### src/rtl/bound_flasher_monitor_if.sv
// Observation bus between the 16-bit LED flasher (master side) and its passive monitor (slave side).
// The monitor only ever reads led_i/clr; everything else is decoded status it drives back.
interface bound_flasher_monitor_if #(
  parameter int CNT_W = 8
);
  logic [15:0]      led_i;
  logic             clr;
  logic [4:0]       level_o;
  logic [1:0]       dir_o;
  logic             busy_o;
  logic             peak_valid;
  logic [4:0]       peak_level;
  logic             trough_valid;
  logic [4:0]       trough_level;
  logic             seq_done;
  logic [CNT_W-1:0] seq_count;
  logic             err_shape;
  logic             err_step;
  logic             err_bound;

  modport master (
    output led_i, clr,
    input  level_o, dir_o, busy_o, peak_valid, peak_level, trough_valid,
           trough_level, seq_done, seq_count, err_shape, err_step, err_bound
  );

  modport slave (
    input  led_i, clr,
    output level_o, dir_o, busy_o, peak_valid, peak_level, trough_valid,
           trough_level, seq_done, seq_count, err_shape, err_step, err_bound
  );
endinterface

### src/rtl/bound_flasher_monitor.sv
// Passive decoder for the LED flasher bus: tracks level and direction, reports turnarounds,
// completed sequences and sticky protocol errors. Every output is registered.
module bound_flasher_monitor #(
  parameter int IDLE_CYCLES = 3,
  parameter int CNT_W       = 8
) (
  input  logic                    clk,
  input  logic                    rst_n,
  bound_flasher_monitor_if.slave  bus
);

  typedef enum logic [1:0] {
    IDLE = 2'b00,
    RISE = 2'b01,
    FALL = 2'b10
  } state_e;

  state_e           state_q;
  logic [4:0]       level_q;
  logic [4:0]       prev_q;
  logic [3:0]       zero_run_q;
  logic [1:0]       dir_q;
  logic             busy_q;
  logic             peak_valid_q;
  logic [4:0]       peak_level_q;
  logic             trough_valid_q;
  logic [4:0]       trough_level_q;
  logic             seq_done_q;
  logic [CNT_W-1:0] seq_count_q;
  logic             err_shape_q;
  logic             err_step_q;
  logic             err_bound_q;

  logic             legal_d;
  logic [4:0]       level_d;
  logic signed [5:0] delta_d;
  logic [3:0]       zero_inc_d;
  logic             big_step_d;
  logic             peak_bad_d;
  logic             trough_bad_d;

  // Decode of the current sample; a legal code is a run of ones starting at bit 0.
  always_comb begin
    legal_d = ((bus.led_i & (bus.led_i + 16'd1)) == 16'd0);
    level_d = '0;
    for (int i = 0; i < 16; i++) begin
      level_d = level_d + {4'd0, bus.led_i[i]};
    end
    delta_d      = $signed({1'b0, level_d}) - $signed({1'b0, prev_q});
    big_step_d   = (delta_d > 6'sd1) || (delta_d < -6'sd1);
    zero_inc_d   = (zero_run_q == 4'd15) ? zero_run_q : zero_run_q + 4'd1;
    peak_bad_d   = !(prev_q inside {5'd16, 5'd11, 5'd7});
    trough_bad_d = !(prev_q inside {5'd5, 5'd0});
  end

  always_ff @(posedge clk or negedge rst_n) begin
    if (!rst_n) begin
      state_q        <= IDLE;
      level_q        <= '0;
      prev_q         <= '0;
      zero_run_q     <= '0;
      dir_q          <= 2'b00;
      busy_q         <= 1'b0;
      peak_valid_q   <= 1'b0;
      peak_level_q   <= '0;
      trough_valid_q <= 1'b0;
      trough_level_q <= '0;
      seq_done_q     <= 1'b0;
      seq_count_q    <= '0;
      err_shape_q    <= 1'b0;
      err_step_q     <= 1'b0;
      err_bound_q    <= 1'b0;
    end else begin
      peak_valid_q   <= 1'b0;
      trough_valid_q <= 1'b0;
      seq_done_q     <= 1'b0;
      // Later assignments below override the clear, so a same-cycle event wins.
      if (bus.clr) begin
        seq_count_q <= '0;
        err_shape_q <= 1'b0;
        err_step_q  <= 1'b0;
        err_bound_q <= 1'b0;
      end
      if (!legal_d) begin
        err_shape_q <= 1'b1;
      end else begin
        level_q <= level_d;
        prev_q  <= level_d;
        if (big_step_d) begin
          err_step_q <= 1'b1;
          busy_q     <= 1'b1;
          if (level_d == 5'd0) begin
            state_q    <= FALL;
            dir_q      <= 2'b10;
            zero_run_q <= 4'd1;
          end else begin
            state_q    <= RISE;
            dir_q      <= 2'b01;
            zero_run_q <= 4'd0;
          end
        end else begin
          unique case (state_q)
            IDLE: begin
              if (level_d == 5'd1 && delta_d == 6'sd1) begin
                state_q    <= RISE;
                dir_q      <= 2'b01;
                busy_q     <= 1'b1;
                zero_run_q <= 4'd0;
              end
            end
            RISE: begin
              if (delta_d == -6'sd1) begin
                state_q      <= FALL;
                dir_q        <= 2'b10;
                peak_valid_q <= 1'b1;
                peak_level_q <= prev_q;
                zero_run_q   <= (level_d == 5'd0) ? 4'd1 : 4'd0;
                if (peak_bad_d) err_bound_q <= 1'b1;
              end
            end
            FALL: begin
              if (delta_d == 6'sd1) begin
                state_q        <= RISE;
                dir_q          <= 2'b01;
                trough_valid_q <= 1'b1;
                trough_level_q <= prev_q;
                zero_run_q     <= 4'd0;
                if (trough_bad_d) err_bound_q <= 1'b1;
              end else if (level_d != 5'd0) begin
                zero_run_q <= 4'd0;
              end else begin
                zero_run_q <= zero_inc_d;
                if (int'(zero_inc_d) >= IDLE_CYCLES) begin
                  state_q    <= IDLE;
                  dir_q      <= 2'b00;
                  busy_q     <= 1'b0;
                  seq_done_q <= 1'b1;
                  seq_count_q <= bus.clr ? CNT_W'(1) :
                                 ((&seq_count_q) ? seq_count_q : seq_count_q + CNT_W'(1));
                end
              end
            end
            default: ;
          endcase
        end
      end
    end
  end

  assign bus.level_o      = level_q;
  assign bus.dir_o        = dir_q;
  assign bus.busy_o       = busy_q;
  assign bus.peak_valid   = peak_valid_q;
  assign bus.peak_level   = peak_level_q;
  assign bus.trough_valid = trough_valid_q;
  assign bus.trough_level = trough_level_q;
  assign bus.seq_done     = seq_done_q;
  assign bus.seq_count    = seq_count_q;
  assign bus.err_shape    = err_shape_q;
  assign bus.err_step     = err_step_q;
  assign bus.err_bound    = err_bound_q;

endmodule

### src/flat_wrapper.sv
// flat-port wrapper written by rule: the top's interface ports become plain ports
module bound_flasher_monitor_flat 
#(
  parameter int IDLE_CYCLES = 3,
  parameter int CNT_W       = 8
)
  (clk, rst_n, bus_led_i, bus_clr, bus_level_o, bus_dir_o, bus_busy_o, bus_peak_valid, bus_peak_level, bus_trough_valid, bus_trough_level, bus_seq_done, bus_seq_count, bus_err_shape, bus_err_step, bus_err_bound);
  bound_flasher_monitor_if #(.CNT_W(CNT_W)) bus_i ();
  input  logic clk;
  input  logic rst_n;
  input wire logic [$bits(bus_i.led_i)-1:0] bus_led_i;
  input wire logic [$bits(bus_i.clr)-1:0] bus_clr;
  output wire logic [$bits(bus_i.level_o)-1:0] bus_level_o;
  output wire logic [$bits(bus_i.dir_o)-1:0] bus_dir_o;
  output wire logic [$bits(bus_i.busy_o)-1:0] bus_busy_o;
  output wire logic [$bits(bus_i.peak_valid)-1:0] bus_peak_valid;
  output wire logic [$bits(bus_i.peak_level)-1:0] bus_peak_level;
  output wire logic [$bits(bus_i.trough_valid)-1:0] bus_trough_valid;
  output wire logic [$bits(bus_i.trough_level)-1:0] bus_trough_level;
  output wire logic [$bits(bus_i.seq_done)-1:0] bus_seq_done;
  output wire logic [$bits(bus_i.seq_count)-1:0] bus_seq_count;
  output wire logic [$bits(bus_i.err_shape)-1:0] bus_err_shape;
  output wire logic [$bits(bus_i.err_step)-1:0] bus_err_step;
  output wire logic [$bits(bus_i.err_bound)-1:0] bus_err_bound;
  assign bus_i.led_i = bus_led_i;
  assign bus_i.clr = bus_clr;
  assign bus_level_o = bus_i.level_o;
  assign bus_dir_o = bus_i.dir_o;
  assign bus_busy_o = bus_i.busy_o;
  assign bus_peak_valid = bus_i.peak_valid;
  assign bus_peak_level = bus_i.peak_level;
  assign bus_trough_valid = bus_i.trough_valid;
  assign bus_trough_level = bus_i.trough_level;
  assign bus_seq_done = bus_i.seq_done;
  assign bus_seq_count = bus_i.seq_count;
  assign bus_err_shape = bus_i.err_shape;
  assign bus_err_step = bus_i.err_step;
  assign bus_err_bound = bus_i.err_bound;
  bound_flasher_monitor #(.IDLE_CYCLES(IDLE_CYCLES), .CNT_W(CNT_W)) u_core (.clk(clk), .rst_n(rst_n), .bus(bus_i));
endmodule
### config.mk
export PLATFORM = sky130hd
export DESIGN_NAME = bound_flasher_monitor_flat
export DESIGN_NICKNAME = d
export VERILOG_FILES = /design/src/rtl/bound_flasher_monitor_if.sv /design/src/rtl/bound_flasher_monitor.sv /design/src/flat_wrapper.sv
export SDC_FILE = /design/constraint.sdc
export NUM_CORES = 1
export LEC_CHECK = 0
export ABC_AREA = 1
export ABC_CLOCK_PERIOD_IN_PS = 6100
export CORE_ASPECT_RATIO = 0.75
export CORE_UTILIZATION = 65
export DETAILED_ROUTE_END_ITERATION = 7
export DONT_BUFFER_PORTS = 1
export GPL_TIMING_DRIVEN = 0
export PLACE_DENSITY_LB_ADDON = 0.08
export SLEW_MARGIN = 10
export SYNTH_ARGS = -nofsm -noshare
export SYNTH_HDL_FRONTEND = slang
export SYNTH_SLANG_ARGS = --single-unit
### constraint.sdc
create_clock -name clk -period 6.1 [get_ports clk]
set_input_delay 0.915 -clock clk [delete_from_list [all_inputs] [get_ports clk]]
set_output_delay 0.915 -clock clk [all_outputs]
set_load 0.02 [all_outputs]
==> results of run 1 <==
routing by layer:
layer | vias up | wire [um]
li1 | 1372 | -
met1 | 1350 | 3270
met2 | 132 | 3040
met3 | 13 | 640
met4 | 0 | 68
met5 | - | 0
cell families after synthesis:
| logic type | synth area share (%) |
|---|---|
| buffers and inverters | 10.1 |
| flip-flops | 30.3 |
| AO/OA/AOI/OAI | 7.96 |
| XOR/XNOR | 1.18 |
| adder cells (fa/ha/maj) | 14.6 |
| AND/OR/NAND/NOR | 35.8 |
power groups by stage:
stage          sequential (mW)  clock [mW]  combinational, mW
2_1_floorplan            0.244           0              0.484
3_3_place_gp             0.245           0              0.576
3_5_place_dp             0.245           0              0.597
4_1_cts                  0.240       0.176              0.598
5_1_grt                  0.240       0.187              0.796
6_report                 0.240       0.177              0.714
what timing repair did:
action / in CTS / in global routing
setup buffers: 0 / 2
hold buffers: 0 / 0
gates resized for setup: 0 / 17
setup endpoints to repair: 0 / 22
final cells by class:
cell class | count | area (um^2)
Timing Repair Buffer | 2 | 15.0
Buffer | 3 | 22.5
Fill cell | 347 | 998
Clock buffer | 5 | 68.8
Multi-Input combinational cell | 315 | 1830
Tap cell | 55 | 68.8
Clock inverter | 3 | 23.8
Sequential cell | 36 | 901
Inverter | 74 | 278
path summary, 6_finish.rpt:
kind | startpoint | end | slack (ns) | cells past startpoint
max in group asynchronous | rst_n | u_core.bus.err_step$_DFF_PN0_ | 5.71 | 0
max reg2reg | u_core.bus.level_o[2]$_DFFE_PN0N_ | u_core.state_q[0]$_DFFE_PN0P_ | 3.28 | 14
max | bus_led_i[0] | u_core.bus.seq_count[6]$_DFFE_PN0P_ | 0.25 | 26
min reg2reg | u_core.zero_run_q[1]$_DFFE_PN0P_ | u_core.zero_run_q[1]$_DFFE_PN0P_ | 0.56 | 2
min | rst_n | u_core.bus.trough_level[4]$_DFFE_PN0P_ | 0.30 | 0
min in group clk | u_core.zero_run_q[1]$_DFFE_PN0P_ | u_core.zero_run_q[1]$_DFFE_PN0P_ | 0.56 | 2
placed cells by master, fill, tap and decap left out, types with 4 or more instances in the layout:
| cell type | n |
|---|---|
| nand2_2 | 5 |
| nand2_1 | 116 |
| dfrtp_1 | 36 |
| nand3_2 | 4 |
| nand4_1 | 12 |
| clkbuf_8 | 5 |
| fa_1 | 8 |
| ha_1 | 16 |
| o21ai_2 | 6 |
| a21oi_1 | 4 |
| inv_1 | 71 |
| nand3_1 | 39 |
| nor2_1 | 45 |
| o21ai_0 | 25 |
| nor3_1 | 6 |
cells in the mapped netlist, types with 2 or more instances:
cell	count	share of area (%)
a21oi_1	6	1.0
nand3b_1	3	0.76
inv_2	2	0.25
o21ai_1	2	0.34
inv_1	72	9.1
xnor2_1	2	0.59
nor2_1	46	5.8
xor2_1	2	0.59
nor2_2	3	0.63
fa_1	11	7.4
nand3_1	41	6.9
o21ai_0	26	4.4
ha_1	17	7.2
nand4_1	12	2.5
o21ai_2	6	1.8
nand3_2	2	0.67
dfrtp_1	36	30
nand2_1	118	15
nand2_2	4	0.84
nor3_1	6	1.0
sequential cells by signal (all words and copies together), names as in the netlist:
register                 flops
u_core.zero_run_q            4
u_core.bus.peak_level        5
u_core.bus.err_bound         1
u_core.bus.err_step          1
u_core.bus.trough_valid      1
u_core.bus.trough_level      5
u_core.bus.peak_valid        1
u_core.bus.level_o           5
u_core.bus.err_shape         1
u_core.state_q               2
u_core.bus.seq_count         8
u_core.bus.busy_o            1
u_core.bus.seq_done          1
worst max-delay path: stages:
cell,delay [ns]
inv_1,0.03
ha_1,0.30
fa_1,0.46
fa_1,0.55
fa_1,0.44
fa_1,0.50
inv_1,0.06
fa_2,0.36
inv_2,0.07
fa_2,0.23
inv_1,0.06
nand2_1,0.06
nand2_1,0.05
nand2_1,0.12
inv_1,0.06
ha_1,0.35
a21oi_1,0.19
nand3_1,0.09
nor2_1,0.17
nand3_2,0.14
nand2_4,0.13
nand2_4,0.06
nor2_4,0.20
nand4_1,0.13
o21ai_0,0.22
nor2_1,0.07
==> reports/results.txt, run 1 <==
Mapped Nets: 475
ys flop type: dfrtp_1
sequential power share: 21.2%
Worst setup EP type: flop
vias in the first global route: 2599
Netlist cell types: 31
Synth Cell Area: 2970 um^2
Tmin final: 5.85 ns
die height: 60.5 um
Final Non-Filler Cells: 493
Async S/R FF share, synth: 100%
M3 GR Usage: 8.87%
cell area after layout: 3210 um^2
post-route ant nets: 0
Yosys reg bits: 36
die area: 4840 um^2
largest net degree at the start of global routing: 37
CP arrival: 6.03 ns
Fmax achieved: 171 MHz
RSZ-0062 raised after global routing: no
Hold Slack: 0.300 ns
Starting Density: 70.6%
H-tree depth: 2
chip width: 80.0 um
most used routing layer: met2
detailed-route wire length per cell: 14.2 um
Setup crit start kind: input pin
FP Rows: 20
Worst EP required: 6.28 ns
Max FO, Critical Path: 7
Final Skew: 0.00750 ns
drt via density: 5.82
Syn Area/Cell: 6.94 um^2
critical path class: in -> reg
Worst-Skew Late Latency: 0.30 ns
max-cap violations: 0
CORE AREA: 4200 um^2
count of nets after finishing: 484
grt met2 use: 46.5%
Worst-path clk slew: 0.08 ns
area post-placement: 3040 um^2
P_leak: 1.62 nW
CTS root buf: clkbuf_8
Design Power: 1.13 mW
gr usage total: 31.3%
layout cells sized above 1: 10.7%
Pwr Density: 353 nW/um^2
Fin. Hold Viols: 0
power share of the clock group: 15.7%
detailed router's first-iteration violation count: 273
Sw Pwr: 0.552 mW
Synth Instances: 428
Sink Count: 36
status: finished clean
dpl cells: 483
Cell Int Power: 0.579 mW
detailed-route via count: 2867
final worst-path cycle share: 95.8%
Max Transition Viols Final: 0
worst relative slew slack: 67.5%
RD Place Congestion: 0.929
total global routing overflow: 0
CTS tree: yes
Setup WS post-layout: 0.253 ns
register area share after synthesis: 30.3%
Final Routed Wirelength: 7010 um
Gate power share: 63.1%
TritonCTS buffer count: 5
Area Growth Syn to Fin: 7.96%
Max Buffers Root-to-Sink: 2
Worst VDD drop: 0.000297 V
endpoints failing setup: 0
Yosys warnings: 0
I/O pin count: 51
TNS Setup: 0 ns
Worst Hold Class: in -> async
DP Worst Slack: -0.205 ns
Final Core Density: 76.3%
Worst Tran Pin Value: 0.484 ns
initial antenna violation count: 0
dpl hpwl: 5380 um
drt drc: 0
EDFF count, synth: 0
drt first pass iters: 5
Port-buffer cells: 0
grt met1 use: 45.3%
Antenna Cells: 0
first-pass GRT wire length: 11600 um
switching share of total power: 48.8%
No activity file was read; power rests on OpenSTA's default activity.
==> run 2, diff against run 1 <==
- CORE_UTILIZATION: 65 -> 58
- DONT_BUFFER_PORTS: 1 -> default
- MAX_ROUTING_LAYER: default -> met4
==> run 2 against run 1 <==
Compared with the run above: the flow now finishes with violations (design-rule violations); register-to-register slack better by 0.23 ns; clock skew rose by 0.0059 ns; sequential cell count is the same.
==> reports/results.txt, run 2 (synthesis gave the netlist of run 1 again) <==
Tmin final: 5.95 ns (was 5.85 ns)
vias in the first global route: 2689 (was 2599)
drt first pass iters: 8 (was 5)
max-cap violations: 0 (unchanged)
Final Skew: 0.0134 ns (was 0.00750 ns)
detailed-route wire length per cell: 13.3 um (was 14.2 um)
slowest stage delay, CP: 0.52 ns (was 0.55 ns)
worst relative slew slack: 47.5% (was 67.5%)
Design Power: 1.34 mW (was 1.13 mW)
final worst-path cycle share: 97.5% (was 95.8%)
post-cts hold buffer count: 0 (unchanged)
multi-input logic area: 1920 um^2 (was 1830 um^2)
CTS tree: yes (unchanged)
Most common cell on crit path: fa_1
Fin. Hold Viols: 0 (unchanged)
largest net degree at the start of global routing: 37 (unchanged)
Worst-path clk slew: 0.09 ns (was 0.08 ns)
Largest register FFs: 8 (unchanged)
Port-buffer cells: 50 (was 0)
Setup crit start kind: input pin (unchanged)
count of nets after finishing: 536 (was 484)
Crit Reg-Reg Endpoint: u_core.bus.seq_count[0]$_DFFE_PN0P_ (was u_core.state_q[0]$_DFFE_PN0P_)
die area: 5410 um^2 (was 4840 um^2)
CP cell instances: dlygate4sd2_1 -> ha_1 -> fa_1 -> fa_1 -> fa_1 -> fa_1 -> inv_1 -> fa_2 -> inv_2 -> fa_2 -> fa_2 -> xor2_2 -> nand2_1 -> nor2_4 -> nand3_4 -> nand2_4 -> nand2_4 -> nor2_4 -> nand2_2 -> nor2_4 -> xor2_1 -> inv_1
drt via density: 5.49 (was 5.82)
grt met1 use: 38.8% (was 45.3%)
Worst VDD drop: 0.000218 V (was 0.000297 V)
detailed router's first-iteration violation count: 237 (was 273)
status: complete, but fails checks (was finished clean)
Max Transition Viols Final: 0 (unchanged)
die height: 64.0 um (was 60.5 um)
Reg area: 901 um^2 (unchanged)
Fmax achieved: 168 MHz (was 171 MHz)
most used routing layer: met2 (unchanged)
reg2reg start: u_core.bus.level_o[0]$_DFFE_PN0N_ (was u_core.bus.level_o[2]$_DFFE_PN0N_)
CORE AREA: 4900 um^2 (was 4200 um^2)
initial antenna violation count: 0 (unchanged)
failing checks: design-rule violations
Max FO, Critical Path: 6 (was 7)
layout cells sized above 1: 12.2% (was 10.7%)
Fillers: 383 (was 347)
FP Rows: 22 (was 20)
Worst Tran Pin Value: 0.788 ns (was 0.484 ns)
drt drc: 3 (was 0)
H-tree depth: 2 (unchanged)
Final Core Density: 78.5% (was 76.3%)
most frequent cells in the layout: nand2_1 (114), inv_1 (69), nor2_1 (44), clkdlybuf4s50_1 (42) (was nand2_1 (116), inv_1 (71), nor2_1 (45), nand3_1 (39), dfrtp_1 (36))
commonest non-fill, non-tap cell in the layout: nand2_1 (unchanged)
Worst setup EP type: flop (unchanged)
gr usage total: 28.7% (was 31.3%)
first-pass GRT wire length: 12000 um (was 11600 um)
critical path startpoint: bus_led_i[1] (was bus_led_i[0])
I/O pin count: 51 (unchanged)
RD Place Congestion: 0.939 (was 0.929)
Worst EP required: 6.29 ns (was 6.28 ns)
Pwr Density: 350 nW/um^2 (was 353 nW/um^2)
total global routing overflow: 0 (unchanged)
Final Routed Wirelength: 7320 um (was 7010 um)
M3 GR Usage: 4.91% (was 8.87%)
chip width: 84.6 um (was 80.0 um)
flop-to-flop setup slack: 3.51 ns (was 3.28 ns)
Worst Hold Class: reg -> reg (was in -> async)
P_leak: 1.88 nW (was 1.62 nW)
detailed-route via count: 3017 (was 2867)
dpl hpwl: 5460 um (was 5380 um)
CP arrival: 6.13 ns (was 6.03 ns)
Max Buffers Root-to-Sink: 2 (unchanged)
slowest stage cell, crit path: fa_1 (unchanged)
CP endpoint: u_core.bus.seq_count[0]$_DFFE_PN0P_ (was u_core.bus.seq_count[6]$_DFFE_PN0P_)
endpoints failing setup: 0 (unchanged)
Antenna Cells: 0 (unchanged)
Sink Count: 36 (unchanged)
critical path class: in -> reg (unchanged)
post-route ant nets: 0 (unchanged)
r2r worst-path depth: 13 (was 14)
grt met2 use: 45.2% (was 46.5%)
TritonCTS buffer count: 5 (unchanged)
Worst-Skew Late Latency: 0.30 ns (about the same)
Starting Density: 60.6% (was 70.6%)
Area Growth Syn to Fin: 29.6% (was 7.96%)
CTS root buf: clkbuf_8 (unchanged)
run 2: cell count changes in the layout (fill, tap and decap cells not counted), sizes merged:
cell | previous run | this run
clkinv | 1 | 0
buf | 3 | 6
dlygate4sd2 | 0 | 2
dlymetal6s2s | 0 | 5
bufinv | 0 | 1
clkinvlp | 2 | 1
clkdlybuf4s50 | 0 | 42
inv | 74 | 75
run 2: area by class of cell:
| class | count | area share (%) |
|---|---|---|
| Multi-Input combinational cell | 315 | 49.9 |
| Clock inverter | 3 | 1.20 |
| Sequential cell | 36 | 23.4 |
| Clock buffer | 5 | 1.79 |
| Buffer | 3 | 0.585 |
| Timing Repair Buffer | 54 | 13.9 |
| Tap cell | 60 | 1.95 |
| Inverter | 74 | 7.22 |
run 2: power by group:
group,leakage [nW],switching (mW),internal (mW)
Sequential,0.493,0.000502,0.239
Clock,0.0548,0.0949,0.123
Combinational,1.33,0.560,0.327
run 2: worst max-delay path: cells and delay by family:
kind	cells	cell delay [ns]
adders and majority gates	8	3.45
xor gates and xnor gates	2	0.37
and+or+nand+nor	8	0.97
buffers and inverters	4	0.44
run 2: through the flow:
stage,hold WS [ns],cells,setup TNS (ns),cell area [um^2],worst slack [ns]
floorplan,0.495,428,0,2970,0.259
finish,0.488,550,0,3850,0.153
global route,0.529,550,-0.0869,3850,-0.0269
CTS,0.493,549,0,3740,0.0969
global placement,0.466,538,-13.90,3540,-0.648
detailed placement,0.472,538,-15.07,3540,-0.718
run 2: worst min-delay path by stage:
| stage | start | to | slack, ns | depth (start not counted) |
|---|---|---|---|---|
| after detailed placement | u_core.bus.peak_level[4]$_DFFE_PN0P_ | u_core.bus.peak_level[4]$_DFFE_PN0P_ | 0.47 | 2 |
| after CTS | u_core.bus.err_shape$_DFFE_PN0P_ | u_core.bus.err_shape$_DFFE_PN0P_ | 0.49 | 2 |
| final | u_core.bus.peak_level[4]$_DFFE_PN0P_ | u_core.bus.peak_level[4]$_DFFE_PN0P_ | 0.49 | 2 |
| after global placement | u_core.bus.trough_level[4]$_DFFE_PN0P_ | u_core.bus.trough_level[4]$_DFFE_PN0P_ | 0.47 | 2 |
| after global routing | u_core.bus.trough_level[2]$_DFFE_PN0P_ | u_core.bus.trough_level[2]$_DFFE_PN0P_ | 0.53 | 2 |
| after floorplan | u_core.zero_run_q[1]$_DFFE_PN0P_ | u_core.zero_run_q[1]$_DFFE_PN0P_ | 0.50 | 2 |
run 2: per-layer routing:
metal / vias up / share of wire, %
li1: 1489 / -
met1: 1390 / 47
met2: 114 / 46
met3: 24 / 5.3
met4: 0 / 1.8
met5: - / 0
run 2: what timing repair did:
action                                  in CTS  in global routing
gates resized for setup                     18                 23
buffers inserted                             3                  1
endpoints found under the setup margin      28                 22
pin swaps                                   10                 10
==> run 3, diff against run 2 <==
- CAP_MARGIN: default -> 20
==> results of run 3 <==
Same layout as run 2: the final DEF is identical, and so are final timing and power.
